<file path="src/rtl/ntt_rom_loader.sv">
// Streams 256 coefficients into a 32x96-bit NTT memory: each coefficient is
// reduced mod Q, and every eight coefficients are packed into one word.
module ntt_rom_loader #(
  parameter int Q        = 3329,
  parameter int COEFF_W  = 12,
  parameter int PER_WORD = 8,
  parameter int WORDS    = 32
) (
  input  logic                          clk,
  input  logic                          rst,
  input  logic                          start,
  input  logic                          in_valid,
  input  logic [COEFF_W-1:0]            in_data,
  output logic                          in_ready,
  output logic [PER_WORD*COEFF_W-1:0]   wdata,
  output logic [$clog2(WORDS)-1:0]      wdata_addr,
  output logic                          busy,
  output logic                          done,
  output logic                          range_err
);

  localparam int WORD_W = PER_WORD * COEFF_W;
  localparam int ACC_W  = (PER_WORD - 1) * COEFF_W;
  localparam int ADDR_W = $clog2(WORDS);
  localparam int LANE_W = $clog2(PER_WORD);
  localparam int CNT_W  = LANE_W + ADDR_W;

  typedef enum logic [1:0] {
    S_IDLE,
    S_LOAD,
    S_FINISH
  } state_t;

  state_t               state;
  state_t               next_state;
  logic [CNT_W-1:0]     count;
  logic [ACC_W-1:0]     acc;
  logic                 fire;
  logic                 last_lane;
  logic                 last_coeff;
  logic                 over_q;
  logic [COEFF_W-1:0]   reduced;

  // Inputs are at most 4095 < 2Q, so one conditional subtract is a full reduction.
  assign over_q     = (in_data >= COEFF_W'(Q));
  assign reduced    = over_q ? (in_data - COEFF_W'(Q)) : in_data;
  assign fire       = in_valid && (state == S_LOAD);
  assign last_lane  = (count[LANE_W-1:0] == LANE_W'(PER_WORD - 1));
  assign last_coeff = (count == CNT_W'(PER_WORD * WORDS - 1));

  // Handshake and status depend on state only, so in_ready never waits on in_valid.
  assign in_ready = (state == S_LOAD);
  assign busy     = (state != S_IDLE);

  always_ff @(posedge clk or posedge rst) begin
    if (rst) begin
      state <= S_IDLE;
    end else begin
      // NOTE: sequential state uses non-blocking assignments so every register
      // samples the pre-edge values, independent of statement order.
      state <= next_state;
    end
  end

  always_comb begin
    // NOTE: next_state gets a default before the case so no path leaves it
    // unassigned, which would otherwise infer a latch.
    next_state = state;
    case (state)
      S_IDLE:   if (start) next_state = S_LOAD;
      S_LOAD:   if (fire && last_coeff) next_state = S_FINISH;
      S_FINISH: next_state = S_IDLE;
      default:  next_state = S_IDLE;
    endcase
  end

  always_ff @(posedge clk or posedge rst) begin
    if (rst) begin
      count      <= '0;
      acc        <= '0;
      wdata      <= '0;
      wdata_addr <= '0;
      done       <= 1'b0;
      range_err  <= 1'b0;
    end else begin
      done <= (state == S_FINISH);

      if ((state == S_IDLE) && start) begin
        count     <= '0;
        range_err <= 1'b0;
      end

      if (fire) begin
        count <= count + CNT_W'(1);
        if (over_q) range_err <= 1'b1;
        // The newest coefficient enters at the top, so lane 0 ends up in the low bits.
        if (last_lane) begin
          wdata      <= {reduced, acc};
          wdata_addr <= count[CNT_W-1:LANE_W];
        end else begin
          acc <= {reduced, acc[ACC_W-1:COEFF_W]};
        end
      end
    end
  end

  logic unused_ok;
  assign unused_ok = ^{WORD_W[0]};

endmodule

</file>
<file path="config.mk">
export PLATFORM = sky130hd
export DESIGN_NAME = ntt_rom_loader
export DESIGN_NICKNAME = d
export VERILOG_FILES = /design/src/rtl/ntt_rom_loader.sv
export SDC_FILE = /design/constraint.sdc
export NUM_CORES = 1
export LEC_CHECK = 0
export BUFFER_PORTS_ARGS = -buffer_cell sky130_fd_sc_hd__buf_2
export CAP_MARGIN = 40
export CORE_MARGIN = 2
export CORE_UTILIZATION = 40
export DETAILED_ROUTE_END_ITERATION = 12
export GPL_TIMING_DRIVEN = 0
export PLACE_DENSITY = 0.58
export SLEW_MARGIN = 0
export SYNTH_ARGS = -nofsm -noshare
export SYNTH_HDL_FRONTEND = slang
export SYNTH_SLANG_ARGS = --single-unit
export TNS_END_PERCENT = 20
</file>
<file path="constraint.sdc">
create_clock -name clk -period 8.99 [get_ports clk]
set_input_delay 0.899 -clock clk [delete_from_list [all_inputs] [get_ports clk]]
set_output_delay 0.899 -clock clk [all_outputs]
set_load 0.005 [all_outputs]
</file>
==> results of run 1 <==
## synth_stat cells, drive strengths merged, types with 2 or more instances
master,instances,area [um^2]
clkbuf,37,139
nor4,2,12.5
a31oi,2,12.5
nand3,6,30.0
ha,4,50.1
xor2,3,26.3
inv,5,18.8
o21ai,37,185
nor2,12,45.0
buf,6,23.8
nand3b,2,15.0
a21oi,3,26.3
nand2,519,1950
and3,2,12.5
nor2b,3,18.8
nor3,2,10.0
xnor2,5,43.8
or4,3,22.5
a22o,2,17.5
dfrtp,197,4930
## sequential cells by signal, summed over array words and instances, names as in the netlist
register and count:
wdata_addr 5, count 8, range_err 1, state 2
done 1, wdata 96, acc 84
## path summary, 6_finish.rpt
check / startpoint / to / slack (ps)
min in group asynchronous: rst / done$_DFF_PP0_ / 620
worst max register to register: state[0]$_DFFE_PP0P_ / wdata[79]$_DFFE_PP0P_ / 6620
worst min-delay path: state[0]$_DFFE_PP0P_ / done$_DFF_PP0_ / 440
worst max-delay path: in_data[0] / wdata[85]$_DFFE_PP0P_ / 6430
worst min register to register: state[0]$_DFFE_PP0P_ / done$_DFF_PP0_ / 440
max in group asynchronous: rst / acc[46]$_DFFE_PP0P_ / 7500
## routing by layer
layer | global-route usage [%] | wire length, um
met1 | 25.6 | 8610
met2 | 30.0 | 8640
met3 | 3.92 | 785
met4 | 6.04 | 236
met5 | 0 | 0
## stage by stage
stage / cells / total power (W) / area (um^2) / utilization (%)
global placement: 1247 / 0.00199 / 8650 / 45.9
finish: 1281 / 0.00273 / 9280 / 49.3
CTS: 1281 / 0.00276 / 9280 / 49.3
detailed placement: 1249 / 0.00200 / 8690 / 46.2
global route: 1281 / 0.00291 / 9280 / 49.3
floorplan: 867 / 0.00168 / 7720 / -
## placed cells by master, fill, tap and decap left out, drive strengths merged, types with 3 or more instances in the layout
cell / count
nand3: 6
inv: 11
buf: 128
xor2: 3
clkinv: 4
o21ai: 37
clkbuf: 55
dfrtp: 197
nor2b: 3
or4: 3
xnor2: 5
ha: 4
nand2: 519
a21oi: 3
nor2: 12
clkinvlp: 3
## power breakdown
group	internal, W	switching [W]
clock	0.000398	0.000357
combinational	0.000254	0.000319
sequential	0.00119	0.000215
total	0.00184	0.000891
## worst register-to-register path, cell delays in order (launching register included)
cell	delay, ps
sky130_fd_sc_hd__dfrtp_1	390
sky130_fd_sc_hd__nor2b_1	180
sky130_fd_sc_hd__and2_1	160
sky130_fd_sc_hd__clkbuf_1	190
sky130_fd_sc_hd__nand2_1	170
sky130_fd_sc_hd__clkbuf_1	380
sky130_fd_sc_hd__buf_6	210
sky130_fd_sc_hd__clkbuf_1	440
sky130_fd_sc_hd__nand2_1	110
sky130_fd_sc_hd__nand2_1	90
## kinds of logic after synthesis
logic type	Yosys count	share of synthesized area, %
compound gates	49	3.69
xor+xnor	8	0.907
fa+ha+maj	4	0.648
buf+inv	48	2.35
flops	197	63.8
mux	2	0.275
simple gates	559	28.3
## layout make-up
| class | instances | area, um^2 | share of cell area [%] |
|---|---|---|---|
| Sequential cell | 197 | 4930 | 53.1 |
| Multi-Input combinational cell | 622 | 2610 | 28.1 |
| Timing Repair Buffer | 122 | 639 | 6.89 |
| Clock buffer | 18 | 439 | 4.73 |
| Tap cell | 260 | 325 | 3.51 |
| Buffer | 43 | 163 | 1.75 |
| Clock inverter | 14 | 144 | 1.55 |
| Inverter | 5 | 26.3 | 0.283 |
==> Implementation_results.wiki, run 1 <==
{| class="wikitable"
! Metric !! Value
|-
| Site row count || 50
|-
| Cell count after synthesis || about 870
|-
| Setup total negative slack || 0 ps
|-
| Routed length per placed instance || 14.3 um
|-
| Input/output buffers || 120
|-
| Tightest hold margin || 442 ps
|-
| Synthesized cell area || 7720 um^2
|-
| Clock Latency Late Sink || 440 ps
|-
| Height of the die || 143 um
|-
| Warnings from Yosys || 0
|-
| Setup WS post-layout || 6430 ps
|-
| Critical path start-end classification || in -> reg
|-
| First-pass GRT wire length || 29.8 mm
|-
| Per-instance average area after synthesis || 8.91 um^2
|-
| Pwr/cell area || between 200 and 300 nW/um^2
|-
| Pin count of the biggest net entering global routing || 116
|-
| Primary flip-flop cell chosen by synthesis mapping || sky130_fd_sc_hd__dfrtp_1
|-
| Slew @ Worst Pin || 795 ps
|-
| Final wirelength || approximately 18 mm
|-
| Iteration count of the initial detailed-routing pass || 4
|-
| Area Growth Syn to Fin || 20.1%
|-
| Area of the die || 20400 um^2
|-
| Share of layout cells above drive strength 1 || between 10% and 20%
|-
| Global-route congestion overflow total || 0
|-
| Number of H-tree levels || 4
|-
| Portion of the clock cycle consumed by the worst path in the final layout || 28.5%
|-
| Max-cap violation count || 0
|-
| Fraction of registers with async set or reset after synthesis || 100%
|-
| Critical path cell sequence || buf_2 -> inv_1 -> ha_1 -> or3b_1 -> clkbuf_1 -> or3_4 -> a21oi_4 -> mux2_1 -> o21ai_1
|-
| Highest-delay cell along the critical path || sky130_fd_sc_hd__mux2_1
|-
| Clock tree buffer depth || 2
|-
| Remaining max-slew budget at the tightest pin || 47.0%
|-
| Drt via density || roughly 4.7
|-
| Post-synthesis sequential element count || 197
|-
| CP arrival || 2930 ps
|-
| Post-cts resize count || 0
|-
| Maximum achievable frequency || 390 MHz
|-
| Minimum clock period after layout || 2560 ps
|-
| Outcome || completed
|-
| Final nets || 1028
|-
| Die boundary width || 143 um
|-
| Initial cell density of the core || about 41%
|-
| Count of hold-fix buffers inserted at cts || 0
|-
| Slew Viols, Final || 0
|-
| Critical path depth || 9
|-
| Number of setup buffers added after CTS || 0
|-
| Instance count along the most critical hold path || 1
|-
| Critical path capture point type || flop
|-
| Residual antenna-violating net count after detailed routing || 0
|-
| Antenna cell count || 0
|-
| DRC violations left || 0
|-
| Worst VDD drop || 0.000139 V
|-
| Root Driver || sky130_fd_sc_hd__clkbuf_16
|-
| Clock sinks || 197
|-
| Synthesized Nets || 887
|-
| Pre-CTS worst setup slack || 5970 ps
|-
| TritonCTS clock tree || yes
|-
| Unrepaired setup endpoints after global routing || no
|-
| Detailed placer's ending HPWL || 13.0 mm
|-
| Sequential share of the synthesized area || 63.8%
|-
| Max Clock Skew || 12.9 ps
|-
| Final number of hold-violating endpoints || 0
|-
| Final Setup Violations || 0
|-
| Unique cell type count in the Yosys netlist || 38
|-
| Element type at the critical path start || input port
|-
| Vias || 6014
|-
| Total routing resource utilization after global routing || a little under a fifth
|-
| Number of antenna violations at the first check in global routing || 0
|-
| Critical path data required time || 9360 ps
|-
| Count of buffering cells on the critical path with inverters included || 3
|-
| Placeable core area || roughly 19000 um^2
|-
| Total leakage power || 5.15 nW
|-
| Crit path max fanout || 7
|-
| Initial DRC Count || 389
|-
| Via count of the first global-routing pass || 5802
|-
| Number of I/O pins || 121
|-
| Hold WC Path Type || reg -> reg
|-
| Slowest stage delay, CP || ~400 ps
|-
| Number of synthesized flops with an enable pin || 0
|-
| CTS Buf Count || 17
|-
| Clock transition at the registers of the reported paths || 80 ps
|-
| Cell family with the largest share of critical-path delay || simple AND/OR/NAND/NOR gates
|-
| R2R cell count || 9
|-
| GPL Wtd Cong || 0.791
|-
| Filler cells || 1891
|}
(Power assumes the default switching activity.)
==> run 2, diff against run 1 <==
--- a/config.mk
+++ b/config.mk
@@ -11,7 +11,7 @@
 export CORE_UTILIZATION = 40
 export DETAILED_ROUTE_END_ITERATION = 12
 export GPL_TIMING_DRIVEN = 0
-export PLACE_DENSITY = 0.58
+export PLACE_DENSITY = 0.6
 export SLEW_MARGIN = 0
 export SYNTH_ARGS = -nofsm -noshare
 export SYNTH_HDL_FRONTEND = slang
==> constraint.sdc (replaced) <==
create_clock -name clk -period 2.13 [get_ports clk]
set_input_delay 0.213 -clock clk [delete_from_list [all_inputs] [get_ports clk]]
set_output_delay 0.213 -clock clk [all_outputs]
set_load 0.005 [all_outputs]
==> Implementation_results.wiki, run 2 (same netlist as run 1, synthesis figures left out) <==
{| class="wikitable"
! Metric !! Value
|-
| Count of buffering cells on the critical path with inverters included || 2 (-1)
|-
| Largest registers in the final layout || wdata (96), acc (84), count (8)
|-
| Detailed placer's ending HPWL || 13.3 mm (+2.5%)
|-
| Most frequent standard cell in the layout excluding fill and tap cells || sky130_fd_sc_hd__nand2_1
|-
| Highest-delay cell along the critical path || sky130_fd_sc_hd__dfrtp_1
|-
| Final wirelength || 18.4 mm (+0.54%)
|-
| Pin count of the biggest net entering global routing || 37 (-68%)
|-
| Final number of hold-violating endpoints || 0 (unchanged)
|-
| Comb power frac || 21.1% (about the same)
|-
| Initial cell density of the core || 41.0% (unchanged)
|-
| Placeable core area || 18800 um^2 (unchanged)
|-
| Max Clock Skew || 13.1 ps (+0.138 ps)
|-
| Maximum achievable frequency || 503 MHz
|-
| DRC violations left || 0 (unchanged)
|-
| Max-cap violation count || 0 (unchanged)
|-
| Commonest non-fill, non-tap cells in the layout || 519 x sky130_fd_sc_hd__nand2_1, 197 x sky130_fd_sc_hd__dfrtp_1, 121 x sky130_fd_sc_hd__buf_2
|-
| Total routing resource utilization after global routing || 19.3% (+0.61 points)
|-
| Drt via density || 4.65 (-0.87%)
|-
| Clock transition at the registers of the reported paths || 70 ps (about the same)
|-
| Number of I/O pins || 121 (unchanged)
|-
| Crit path max fanout || 10 (+3)
|-
| Outcome || completed
|-
| Remaining max-slew budget at the tightest pin || 51.2% (+4.2 points)
|-
| Total leakage power || 5.24 nW (+1.6%)
|-
| Iteration count of the initial detailed-routing pass || 4 (unchanged)
|-
| CP arrival || 2360 ps (-570 ps)
|-
| Antenna cell count || 0 (unchanged)
|-
| Critical path data required time || 2500 ps (-6860 ps)
|-
| Area Growth Syn to Fin || 21.5%
|-
| Global-route congestion overflow total || 0 (unchanged)
|-
| Critical path cell sequence || ha_1 -> ha_1 -> nor2_1 -> clkbuf_2 -> buf_1 -> nand2_1 -> nand2_1
|-
| Final Setup Violations || 0 (unchanged)
|-
| TritonCTS clock tree || yes
|-
| Die boundary width || 143 um (unchanged)
|-
| Input/output buffers || 120 (unchanged)
|-
| Slew @ Worst Pin || 731 ps (-64.3 ps)
|-
| Tightest hold margin || 58.8 ps (-383 ps)
|-
| Register with the highest flop count || wdata
|-
| CTS Buf Count || 17 (unchanged)
|-
| Pwr Total || 0.0116 W (+330%)
|-
| Initial DRC Count || 459 (+18%)
|-
| Sw Share || 31.9% (-0.74 points)
|-
| Number of antenna violations at the first check in global routing || 0 (unchanged)
|-
| Critical path start-end classification || reg -> reg
|-
| Share of layout cells above drive strength 1 || 17.9% (+2.3 points)
|-
| Portion of the clock cycle consumed by the worst path in the final layout || 93.3%
|-
| Site row count || 50 (unchanged)
|-
| Clock network power share || 28.1% (+0.4 points)
|-
| First-pass GRT wire length || 30.6 mm (+2.8%)
|-
| Final nets || 1030 (+0.19%)
|-
| Internal power || 0.00792 W (+330%)
|-
| Clock Latency Late Sink || 430 ps (about the same)
|-
| Residual antenna-violating net count after detailed routing || 0 (unchanged)
|-
| Unrepaired setup endpoints after global routing || yes
|-
| Area of the die || 20400 um^2 (unchanged)
|-
| Hold WC Path Type || in -> reg
|-
| Cell family with the largest share of critical-path delay || buffers and inverters
|-
| GPL Wtd Cong || 0.829 (+4.8%)
|-
| Vias || 5971 (-0.71%)
|-
| Net switching power || 0.00371 W (+320%)
|-
| Routed length per placed instance || 14.3 um (+0.39%)
|-
| Critical path capture point type || flop
|-
| Clock sinks || 197 (unchanged)
|-
| Worst VDD drop || 0.000623 V (+350%)
|-
| Via count of the first global-routing pass || 5890 (+1.5%)
|-
| Number of H-tree levels || 4 (unchanged)
|-
| Height of the die || 143 um (unchanged)
|-
| Slowest stage delay, CP || 420 ps (+20 ps)
|-
| Element type at the critical path start || flop
|-
| Number of setup buffers added after CTS || 0 (unchanged)
|-
| Pwr/cell area || 1240 nW/um^2 (+320%)
|-
| Setup total negative slack || 0 ps (unchanged)
|-
| Minimum clock period after layout || 1990 ps
|-
| Root Driver || sky130_fd_sc_hd__clkbuf_16
|-
| Flip-flop count of the largest register, all copies and words added || 96 (unchanged)
|-
| Sequential cell fraction of total power || 50.9% (-0.4 points)
|-
| Clock tree buffer depth || 2 (unchanged)
|-
| Slew Viols, Final || 0 (unchanged)
|}
run 2: cell types whose count changed in the layout (fill, tap and decap cells not counted), sizes merged:
cell	delta
clkbuf	+4
clkinv	-3
clkinvlp	+2
inv	-2
buf	-1
bufinv	+1
dlygate4sd3	+1
run 2: worst reg2reg max path, stage by stage, from the launching register on:
cell	delay, ps
sky130_fd_sc_hd__dfrtp_1	420
sky130_fd_sc_hd__ha_1	240
sky130_fd_sc_hd__ha_1	220
sky130_fd_sc_hd__nor2_1	200
sky130_fd_sc_hd__clkbuf_2	300
sky130_fd_sc_hd__buf_1	340
sky130_fd_sc_hd__nand2_1	140
sky130_fd_sc_hd__nand2_1	70
run 2: path summary, 6_finish.rpt:
kind / startpoint / depth (start not counted) / slack, ps / to
setup / recovery: count[0]$_DFFE_PP0P_ / 7 / 140 / acc[43]$_DFFE_PP0P_
hold reg to reg: state[0]$_DFFE_PP0P_ / 1 / 440 / done$_DFF_PP0_
min in group asynchronous: rst / 3 / 440 / wdata[7]$_DFFE_PP0P_
hold / removal: start / 3 / 60 / state[0]$_DFFE_PP0P_
max in group asynchronous: rst / 6 / 570 / acc[80]$_DFFE_PP0P_
setup reg to reg: count[0]$_DFFE_PP0P_ / 7 / 140 / acc[43]$_DFFE_PP0P_
run 2: area by class of cell:
type                            instances  area (um^2)
Fill cell                            1802         9450
Clock buffer                           20          457
Inverter                                5         22.5
Sequential cell                       197         4930
Clock inverter                         12          141
Timing Repair Buffer                  126          711
Multi-Input combinational cell        622         2620
Buffer                                 41          179
Tap cell                              260          325
run 2: metal layers:
metal	part of all wire [%]	wire (um)	GRT usage [%]	vias up
met5	0	0	0	-
met4	1.5	269	6.15	0
met3	3.7	687	3.96	20
met2	47	8700	30.9	114
met1	47	8710	26.5	2855
li1	-	-	-	2982
run 2: stage by stage:
| stage | worst slack [ps] | instance area, um^2 | util (%) | cells |
|---|---|---|---|---|
| 2_1_floorplan | -629 | 7730 | - | 867 |
| 3_3_place_gp | -1910 | 8650 | 45.9 | 1247 |
| 3_5_place_dp | -316 | 8750 | 46.5 | 1252 |
| 4_1_cts | 10.6 | 9360 | 49.7 | 1283 |
| 5_1_grt | -48.1 | 9380 | 49.8 | 1283 |
| 6_report | 142 | 9380 | 49.8 | 1283 |
run 2: repair_timing:
| item | 4_1_cts | 5_1_grt |
|---|---|---|
| hold buffers | 1 | 0 |
| resized for setup | 8 | 21 |
| gates cloned | 0 | 0 |
| endpoints found under the setup margin | 151 | 150 |
| endpoints found under the hold margin | 33 | 0 |
run 2: power groups by stage:
stage,combinational [W],sequential [W],clock [W]
global placement,0.00240,0.00597,0
detailed placement,0.00249,0.00598,0
finish,0.00245,0.00591,0.00326
global route,0.00289,0.00609,0.00349
CTS,0.00251,0.00592,0.00335
floorplan,0.00128,0.00581,0
